<file path="config.mk">
export PLATFORM = sky130hd
export DESIGN_NAME = mem_arbiter
export DESIGN_NICKNAME = d
export VERILOG_FILES = /design/src/rtl/rv32i_types.sv /design/src/rtl/arbiter_control.sv /design/src/rtl/mem_arbiter.sv
export SDC_FILE = /design/constraint.sdc
export NUM_CORES = 1
export LEC_CHECK = 0
export ABC_AREA = 1
export BUFFER_PORTS_ARGS = -buffer_cell sky130_fd_sc_hd__clkbuf_2
export CAP_MARGIN = 20
export CELL_PAD_IN_SITES_DETAIL_PLACEMENT = 1
export CELL_PAD_IN_SITES_GLOBAL_PLACEMENT = 1
export CORE_AREA = 5 5 542 544
export DETAILED_ROUTE_END_ITERATION = 7
export DIE_AREA = 0 0 547 549
export PLACE_DENSITY = 0.35
export REMOVE_ABC_BUFFERS = 1
export SYNTH_ARGS = -nofsm -noshare
export SYNTH_HDL_FRONTEND = slang
export SYNTH_SLANG_ARGS = --single-unit
</file>
<file path="constraint.sdc">
create_clock -name clk -period 4.25 [get_ports clk]
set_input_delay 1.275 -clock clk [delete_from_list [all_inputs] [get_ports clk]]
set_output_delay 1.275 -clock clk [all_outputs]
set_load 0.02 [all_outputs]
</file>
<file path="src/rtl/rv32i_types.sv">
// Shared type definitions for the memory-side blocks of the core.
package rv32i_types;

    typedef enum logic [1:0] {
        IDLE   = 2'd0,
        I_BUSY = 2'd1,
        D_BUSY = 2'd2
    } arb_state_t;

    typedef enum logic {
        GRANT_I = 1'b0,
        GRANT_D = 1'b1
    } grant_t;

endpackage

</file>
<file path="src/rtl/arbiter_control.sv">
// Arbitration FSM: data-priority grant with a one-shot instruction grant after
// each data transaction so a streaming D-cache cannot starve the I-cache.
module arbiter_control
    import rv32i_types::*;
(
    input  logic       clk,
    input  logic       rst_n,
    input  logic       i_read,
    input  logic       d_read,
    input  logic       d_write,
    input  logic       pmem_resp,
    output arb_state_t state,
    output logic       grant_i,
    output logic       grant_d
);

    grant_t last_grant;
    logic   d_req;

    // Grants are only decoded in IDLE; they load the datapath latches on the same edge.
    always_comb begin
        d_req   = d_read | d_write;
        grant_d = (state == IDLE) && d_req && !(i_read && (last_grant == GRANT_D));
        grant_i = (state == IDLE) && i_read && !grant_d;
    end

    always_ff @(posedge clk or negedge rst_n) begin
        if (!rst_n) begin
            state      <= IDLE;
            last_grant <= GRANT_I;
        end else begin
            case (state)
                IDLE: begin
                    if (grant_d) begin
                        state      <= D_BUSY;
                        last_grant <= GRANT_D;
                    end else if (grant_i) begin
                        state      <= I_BUSY;
                        last_grant <= GRANT_I;
                    end
                end
                I_BUSY, D_BUSY: begin
                    if (pmem_resp) state <= IDLE;
                end
                default: state <= IDLE;
            endcase
        end
    end

endmodule

</file>
<file path="src/rtl/mem_arbiter.sv">
// Arbitrates I-cache line reads and D-cache reads/write-backs onto a single
// physical memory port; the granted request is latched and held for the whole transaction.
module mem_arbiter
    import rv32i_types::*;
#(
    parameter int ADDR_W = 32,
    parameter int LINE_W = 256
) (
    input  logic              clk,
    input  logic              rst_n,
    input  logic              i_read,
    input  logic [ADDR_W-1:0] i_address,
    output logic              i_resp,
    output logic [LINE_W-1:0] i_rdata,
    input  logic              d_read,
    input  logic              d_write,
    input  logic [ADDR_W-1:0] d_address,
    input  logic [LINE_W-1:0] d_wdata,
    output logic              d_resp,
    output logic [LINE_W-1:0] d_rdata,
    output logic              pmem_read,
    output logic              pmem_write,
    output logic [ADDR_W-1:0] pmem_address,
    output logic [LINE_W-1:0] pmem_wdata,
    input  logic              pmem_resp,
    input  logic [LINE_W-1:0] pmem_rdata
);

    arb_state_t        state;
    logic              grant_i, grant_d;
    logic              rd_q, wr_q;
    logic [ADDR_W-1:0] addr_q;
    logic [LINE_W-1:0] wdata_q;

    arbiter_control u_ctrl (
        .clk       (clk),
        .rst_n     (rst_n),
        .i_read    (i_read),
        .d_read    (d_read),
        .d_write   (d_write),
        .pmem_resp (pmem_resp),
        .state     (state),
        .grant_i   (grant_i),
        .grant_d   (grant_d)
    );

    // A simultaneous d_read/d_write is treated as a write-back only.
    always_ff @(posedge clk or negedge rst_n) begin
        if (!rst_n) begin
            rd_q    <= 1'b0;
            wr_q    <= 1'b0;
            addr_q  <= '0;
            wdata_q <= '0;
        end else if (grant_d) begin
            addr_q  <= d_address;
            wdata_q <= d_wdata;
            wr_q    <= d_write;
            rd_q    <= ~d_write;
        end else if (grant_i) begin
            addr_q  <= i_address;
            rd_q    <= 1'b1;
            wr_q    <= 1'b0;
        end else if ((state != IDLE) && pmem_resp) begin
            rd_q    <= 1'b0;
            wr_q    <= 1'b0;
        end
    end

    assign pmem_read    = rd_q;
    assign pmem_write   = wr_q;
    assign pmem_address = addr_q;
    assign pmem_wdata   = wdata_q;

    // Responses are gated by state so a stray pmem_resp in IDLE never reaches a cache.
    assign i_resp  = (state == I_BUSY) && pmem_resp;
    assign d_resp  = (state == D_BUSY) && pmem_resp;
    assign i_rdata = pmem_rdata;
    assign d_rdata = pmem_rdata;

endmodule
</file>
-- After elaboration in Yosys (flattened, before gate mapping)
Index checks and enable logic that the tools add are counted.
- add/sub/neg operators: 0
- $mul: 0
- divide/modulo/power cells: 0
- order comparisons: 0
- eq/ne operators: 4
- shifts and indexed selects: 0
- muxes and demuxes: 13
- bitwise operators: 2
- reduce and logical (&&, ||, !) cells: 17
- operators by type and width (cell ; count):
    $mux W32 ; 2
    $logic_and A1 B1 Y1 ; 8
    $mux W1 ; 7
    $mux W2 ; 3
    $pmux W2 S2 ; 1
    $reduce_and A2 Y1 ; 2
    $reduce_bool A2 Y1 ; 2
    $ne A3 B3 Y1 const B ; 1
    $reduce_bool A3 Y1 ; 1
    $eq A2 B1 Y1 const B ; 1
    $eq A2 B2 Y1 const B ; 1
    $logic_not A1 Y1 ; 2
    $logic_not A2 Y1 ; 1
    $ne A2 B2 Y1 const B ; 1
    $reduce_or A2 Y1 ; 1
    $not A1 Y1 ; 1
    $or A1 B1 Y1 ; 1
- bits in registers: 293
- latch bits: 0
- bits in writable memories: 0
- memory bits (read-only): 0
- input bits: 582
- output and inout bits: 804
- logic and storage cells: 42
- memories: 0

-- Depth between registers and ports, before layout
Gate-level depths: netlist (run 1).
- depth after elaboration: 8
- gate-level depth with buffers: 8
- mapped depth without buffers: 7

-- Cells and area by module
From an unflattened synthesis (run 1), not the netlist that was laid out.
- cell total of the unflattened synthesis: 1810
- area, all modules: 15213.3 um^2
- modules (own cells, without submodules) (module ; instances ; cells each ; area each (um^2)):
    mem_arbiter ; 1 ; 1779 ; 15016.9
    arbiter_control ; 1 ; 31 ; 196.4

-- Worst setup path before layout (run 1)
Ideal clock, no wire load.
- path type: input -> output
- from: in pmem_resp
- to: out i_resp
- data arrival time: 1.445 ns
- setup slack: 1.530 ns
- stages: 2
- buffers on the path: 0
- cell sequence: nand2_1 > inv_1
- word-level cells in the longest chain between the ends: 1
- ends and longest elaborated chain (item ; RTL line ; text):
    start: declaration ; mem_arbiter.sv:25 ; input logic pmem_resp,
    $logic_and A1 B1 Y1 ; mem_arbiter.sv:75 ; assign i_resp = (state == I_BUSY) && pmem_resp;
    end: declaration ; mem_arbiter.sv:13 ; output logic i_resp,
No other way between the ends.

-- Final worst setup path (run 1)
- from: in pmem_resp
- to: out d_resp
- word-level cells in the longest chain between the ends: 1
- ends and longest elaborated chain (item ; RTL line ; text):
    $logic_and A1 B1 Y1 ; mem_arbiter.sv:76 ; assign d_resp = (state == D_BUSY) && pmem_resp;
    end: declaration ; mem_arbiter.sv:19 ; output logic d_resp,
No other way between the ends.

==> out/metrics.cfg, run 1 <==
[floorplanning]
dieArea_sq_um = 300000
fp.dieH_um = 549
start_util_pct = 5.42
die_w_um = 547
rows = 198
io_pins = 1386
core-area_sq_um = 289000

[sta]
slew_headroom_pct = 40.5
setup_ws_ns = 0.860
fin_tns_setup_ns = 0
clock_skew_ns = 0.0392
slew_viol_final = 0
hold_viol_final = 0
period_share_pct = 79.8
worst_slew_pin_slew_ns = 0.892
fin_crit_ns = 3.39
grt_setup_unrepaired = no
max_freq_ghz = 0.295
finalSetupViolations = 0

[final_layout]
fin_nets = 2593
drive_gt1_share_pct = 35.4
fill_cells = 34600
stdcell_area_sq_um = 21200
area_growth_pct = 35.1
final_core_util_pct = 7.32

[worst_setup_path]
cp-startpoint = pmem_resp
cp.arrival_ns = 2.12
required_ns = 2.97
r2r-start = u_ctrl.state[1]
r2r_cells = 8
cp-start-kind = input pin
endpoint_kind = primary output
crit_fanout = 3
crit_type = input pin to primary output
reg2reg_slack_ns = 1.62

[pwr]
peakVddDrop_uv = 797
p_int_mw = 8.72
pwr_density_cell_nw_per_um2 = 840
combPwrFrac_pct = 48.0
power_frac_seq_pct = 28.3
p_leak_nw = 10.2
p_sw_share_pct = 50.9
p_clk_share_pct = 23.7
p_sw_mw = 9.06
p_total_mw = 17.8

[flow_run]
maxCapViolCount = 0

[drt]
viasPerCell = 2.58
wirelength_um = 290000
via_count = 15100
drtIter0Drc = 1318
drc = 0
first_pass_iters = 5
ant_nets = 0
wl_per_cell_um = 49.7

[grt]
grt_pass1_wl_um = 326000
grt_max_degree = 132
first_global_vias = 14500
grtUsageTotal_pct = 18.6
antenna_found_initial = 35
overflow = 0

[min_path]
hold_path.class = input pin to asynchronous set/reset pin

[clocking]
clk_pin_slew_ns = 0.05
clk_latency_ns = 0.70
ctsRootBufferMaster = clkbuf_16
cts_tree = done
cts_resized = 0
cts_max_level = 2
hold_buffers = 0
post_cts_buffers = 0
cts_buffers = 47
cts_sinks = 293
clock_path_buffers = 3

[status]
status = completed

[synth]
synth_area_sq_um = 15700
ys_ff_latch = 293
syn_inst = 1913
synth_seq_area_share_pct = 46.8
yosys_warnings = 0
synth.avg_cell_area_sq_um = 8.19
ys_types = 13

[placed_design]
place.gp.congestion = 0.955
detailed_place_hpwl_um = 256000
io_buffers = 617
placed_area_sq_um = 19500
pre_cts_ws_ns = 0.718

[routing by layer]
metal,up-vias,global-route usage [%],wire [um]
li1,5471,-,-
met1,6934,12.1,68400
met2,2307,27.5,121000
met3,283,24.6,79700
met4,69,7.67,14100
met5,-,16.9,6950
[worst max-delay path, cell delays in order]
cell and delay, ns:
clkbuf_2 0.24, nand2_1 0.25, inv_1 0.14, clkbuf_2 0.19
[cell usage after synthesis (all sizes together)]
cell type / n / share of area, %
or2: 1 / 0.040
nand2: 851 / 20
ha: 3 / 0.24
dfrtp: 293 / 47
inv: 72 / 1.7
nand4: 36 / 1.4
buf: 575 / 27
nand3: 66 / 2.1
clkbuf: 16 / 0.38
[power groups by stage]
stage / registers, mW / logic [mW] / clock network (mW)
finish: 5.03 / 8.53 / 4.21
floorplan: 6.57 / 2.62 / 0
detailed placement: 5.07 / 8.99 / 0
global route: 5.22 / 9.52 / 4.54
CTS: 5.06 / 9.02 / 4.49
global placement: 5.06 / 9.00 / 0
[final timing paths]
path / endpoint
worst max register to register: pmem_address[0]
worst max-delay path: d_resp
worst min register to register: pmem_wdata[127]
min in group clk: pmem_wdata[127]
max in group asynchronous: pmem_wdata[53]
worst min-delay path: pmem_wdata[76]
[metrics by stage]
stage / hold WS (ns) / cells
after floorplan: 0.450 / 1322
after global placement: 0.462 / 5759
after detailed placement: 0.465 / 5759
after CTS: 0.416 / 5840
after global routing: 0.447 / 5841
final: 0.447 / 5843
[cell type report]
cell class	instances	area (sq um)	share of cell area, %
clock buffer	62	1350	6.40
sequential	293	7330	34.6
inverter	72	278	1.31
multi-input combinational	957	3820	18.1
timing repair buffer	637	3360	15.9
tap	3800	4750	22.5
clock inverter	19	253	1.19
antenna	3	7.51	0.0355
[layout by cell type, fill, tap and decap left out]
cell        Yosys  final
clkinv_2        0      7
nand3_1        65     65
nand2_2         2      5
inv_6           0      3
nand2_1       849    846
clkbuf_2        0    616
bufinv_16       0      4
ha_1            3      2
inv_8           0      1
buf_8           0      1
diode_2         0      3
ha_2            0      1
buf_4         528     11
or2_2           1      1
clkbuf_1       16      4
clkinv_4        0      2
inv_1          71     71
buf_12          0      9
dfrtp_1       293    293
clkinv_8        0      1
clkinvlp_4      0      1
clkbuf_8        0     10
nand4_1        36     36
clkbuf_16       0     48
nand3_4         0      1
clkinv_16       0      1
[state kept, by name, summed over array words and instances (netlist names)]
signal             flops
u_ctrl.state           2
pmem_write             1
pmem_wdata           256
u_ctrl.last_grant      1
pmem_read              1
pmem_address          32
[kinds of logic after synthesis]
kind of cell	count (synthesis)	synth area share (%)
DFF	293	46.8
and+or+nand+nor	954	24.0
adders and majority gates	3	0.240
buffers and inverters	663	28.9
Note: power is estimated with default switching activity, not from simulation.
==> run 2: changes to the inputs <==
ABC_AREA = 0   (was 1)
CORE_AREA = 5 5 535 537   (was 5 5 542 544)
DIE_AREA = 0 0 540 542   (was 0 0 547 549)
clock period = 2.8 ns   (was 4.25 ns; I/O delays follow)
==> out/metrics.cfg, run 2 <==
[drt]
wirelength_um = 310000  ; was 290000 um
drc = 0  ; unchanged
wl_per_cell_um = 60.0  ; was 49.7 um
via_count = 12500  ; was 15100
ant_nets = 0  ; unchanged
wl_met3_um = 91300  ; was 79700 um
first_pass_iters = 5  ; unchanged
met2_length_um = 134000  ; was 121000 um
viasPerCell = 2.42  ; was 2.58
wl_met1_um = 59700  ; was 68400 um
drtIter0Drc = 945  ; was 1318
highest_layer = met5  ; unchanged

[worst_setup_path]
crit_type = flip-flop to primary output  ; was input pin to primary output
crit_chain = inv_1 -> ha_1 -> and2_1 -> clkbuf_2  ; was clkbuf_2 -> nand2_1 -> inv_1 -> clkbuf_2
cp_top_family = flip-flops  ; was buffers and inverters
crit_fanout = 4  ; was 3
cp_slowest_cell = dfrtp_1  ; was nand2_1
cp-start-kind = flip-flop  ; was input pin
endpoint_kind = primary output  ; unchanged
max_stage_delay_ns = 0.41  ; was 0.25 ns
cp.arrival_ns = 1.64  ; was 2.12 ns
path_buf_inv = 2  ; was 3
required_ns = 1.96  ; was 2.97 ns

[placed_design]
pre_cts_ws_ns = 0.295  ; was 0.718 ns
detailed_place_hpwl_um = 279000  ; was 256000 um
io_buffers = 617  ; unchanged
place.gp.congestion = 0.868  ; was 0.955

[final_layout]
layout.cells.most_common = clkbuf_2  ; was nand2_1
area_growth_pct = 34.9  ; was 35.1%
drive_gt1_share_pct = 69.9  ; was 35.4%
final_core_util_pct = 7.66  ; was 7.32%
fin_nets = 1965  ; was 2593
final_cell_mix = clkbuf_2, dfrtp_1, mux2_4  ; was nand2_1, clkbuf_2, dfrtp_1
largest_reg_flops = 256  ; unchanged

[sta]
finalSetupViolations = 0  ; unchanged
grt_setup_unrepaired = no  ; unchanged
hold_viol_final = 0  ; unchanged
period_share_pct = 88.5
setup_ws_ns = 0.322  ; was 0.860 ns
worst_slew_pin_slew_ns = 0.690  ; was 0.892 ns
max_freq_ghz = 0.404
clock_skew_ns = 0.0252  ; was 0.0392 ns
whs_ns = 0.0935  ; was 0.447 ns
fin_tns_setup_ns = 0  ; unchanged
slew_viol_final = 0  ; unchanged
slew_headroom_pct = 54.0  ; was 40.5%
fin_crit_ns = 2.48

[pwr]
p_sw_mw = 13.1  ; was 9.06 mW
p_sw_share_pct = 46.8  ; was 50.9%
peakVddDrop_uv = 421  ; was 797 uV
power_frac_seq_pct = 27.7  ; was 28.3%
p_leak_nw = 9.35  ; was 10.2 nW
pwr_density_cell_nw_per_um2 = 1300  ; was 840 nW/um^2
p_int_mw = 14.9  ; was 8.72 mW
p_total_mw = 27.9  ; was 17.8 mW
combPwrFrac_pct = 52.1  ; was 48.0%
p_clk_share_pct = 20.3  ; was 23.7%

[synth]
synth.most_common_cell = buf_4  ; was nand2_1
yosys_warnings = 0  ; unchanged
ys_ff_latch = 293  ; unchanged
yosys-top-cells-count = buf_4, dfrtp_1, mux2_4  ; was nand2_1, buf_4, dfrtp_1
ys_types = 27  ; was 13
synth.top_cell.area_share_pct = 46.0  ; was 46.8%
synth_flop_cell = dfrtp_1  ; unchanged
synth_area_sq_um = 16000  ; was 15700 sq um
async_reset_ff_share_pct = 100  ; unchanged
syn_inst = 1224  ; was 1913
synth.avg_cell_area_sq_um = 13.0  ; was 8.19 sq um
synth_edf_count = 0  ; unchanged
synth_seq_area_share_pct = 46.0  ; was 46.8%
synth_area_leaders = dfrtp_1, buf_4, mux2_4, mux2_2, mux2i_1  ; was dfrtp_1, buf_4, nand2_1, nand3_1, inv_1
yosys.area.top_type = dfrtp_1  ; unchanged

[grt]
overflow = 0  ; unchanged
grt_pass1_wl_um = 338000  ; was 326000 um
first_global_vias = 11400  ; was 14500
antenna_found_initial = 137  ; was 35
grt_max_degree = 70  ; was 132
grtUsageTotal_pct = 20.4  ; was 18.6%

[floorplanning]
io_pins = 1386  ; unchanged
dieArea_sq_um = 293000  ; was 300000 sq um
fp.dieH_um = 542  ; was 549 um
start_util_pct = 5.68  ; was 5.42%
die_w_um = 540  ; was 547 um
rows = 195  ; was 198
core-area_sq_um = 281000  ; was 289000 sq um

[flow_run]
maxCapViolCount = 0  ; unchanged

[clocking]
cts_tree = done  ; unchanged
cts_resized = 0  ; unchanged
clock_path_buffers = 3  ; unchanged
ctsRootBufferMaster = clkbuf_16  ; unchanged
post_cts_buffers = 0  ; unchanged
hold_buffers = 0  ; unchanged
cts_buffers = 42  ; was 47
clk_latency_ns = 0.62  ; was 0.70 ns
cts_max_level = 2  ; unchanged
clk_pin_slew_ns = 0.06  ; was 0.05 ns
cts_sinks = 293  ; unchanged

[min_path]
hold_path.class = input pin to asynchronous set/reset pin  ; unchanged

[status]
status = completed  ; unchanged

## run 2: worst paths after layout
kind	startpoint	end	cells after the start	slack [ns]
min in group clk	d_wdata[249]	pmem_wdata[249]	2	0.44
worst min-delay path	rst_n	pmem_wdata[242]	1	0.09
worst max register to register	u_ctrl.state[0]	pmem_wdata[149]	5	0.76
worst max-delay path	u_ctrl.state[0]	d_resp	4	0.32
worst min register to register	pmem_address[13]	pmem_address[13]	2	0.49
max in group asynchronous	rst_n	pmem_wdata[146]	3	1.92
## run 2: cell type report
cell class	instances	area, sq um
Antenna cell	7	17.5
Clock buffer	61	1230
Clock inverter	15	153
Fill cell	33100	260000
Inverter	3	11.3
Multi-Input combinational cell	377	4460
Sequential cell	293	7330
Tap cell	3743	4680
Timing Repair Buffer	663	3630
## run 2: power groups by stage
stage,Combinational [mW],Sequential (mW),Clock (mW)
6_report,14.5,7.72,5.66
3_5_place_dp,15.3,7.78,0
4_1_cts,15.3,7.77,6.00
5_1_grt,15.9,8.01,6.11
2_1_floorplan,4.32,9.87,0
3_3_place_gp,15.3,7.77,0
## run 2: cell families (layout without fill, tap and decap cells)
family	after synthesis	after routing	share of synthesized area (%)
buf+inv	554	742	26.3
other cells	0	7	0
simple gates	45	45	1.18
compound gates	41	41	1.52
fa+ha+maj	3	3	0.235
flops	293	293	46.0
mux	288	288	24.8
## run 2: per-stage QoR
step	instances	instance area (sq um)
4_1_cts	5155	21500
3_5_place_dp	5079	20100
3_3_place_gp	5079	20100
6_report	5162	21500
2_1_floorplan	673	11800
5_1_grt	5157	21500
## run 2: layer usage
metal	vias up	track usage, %
met5	-	17.7
met4	66	8.76
met3	453	28.8
met2	2460	31.5
met1	5674	10.9
li1	3862	-
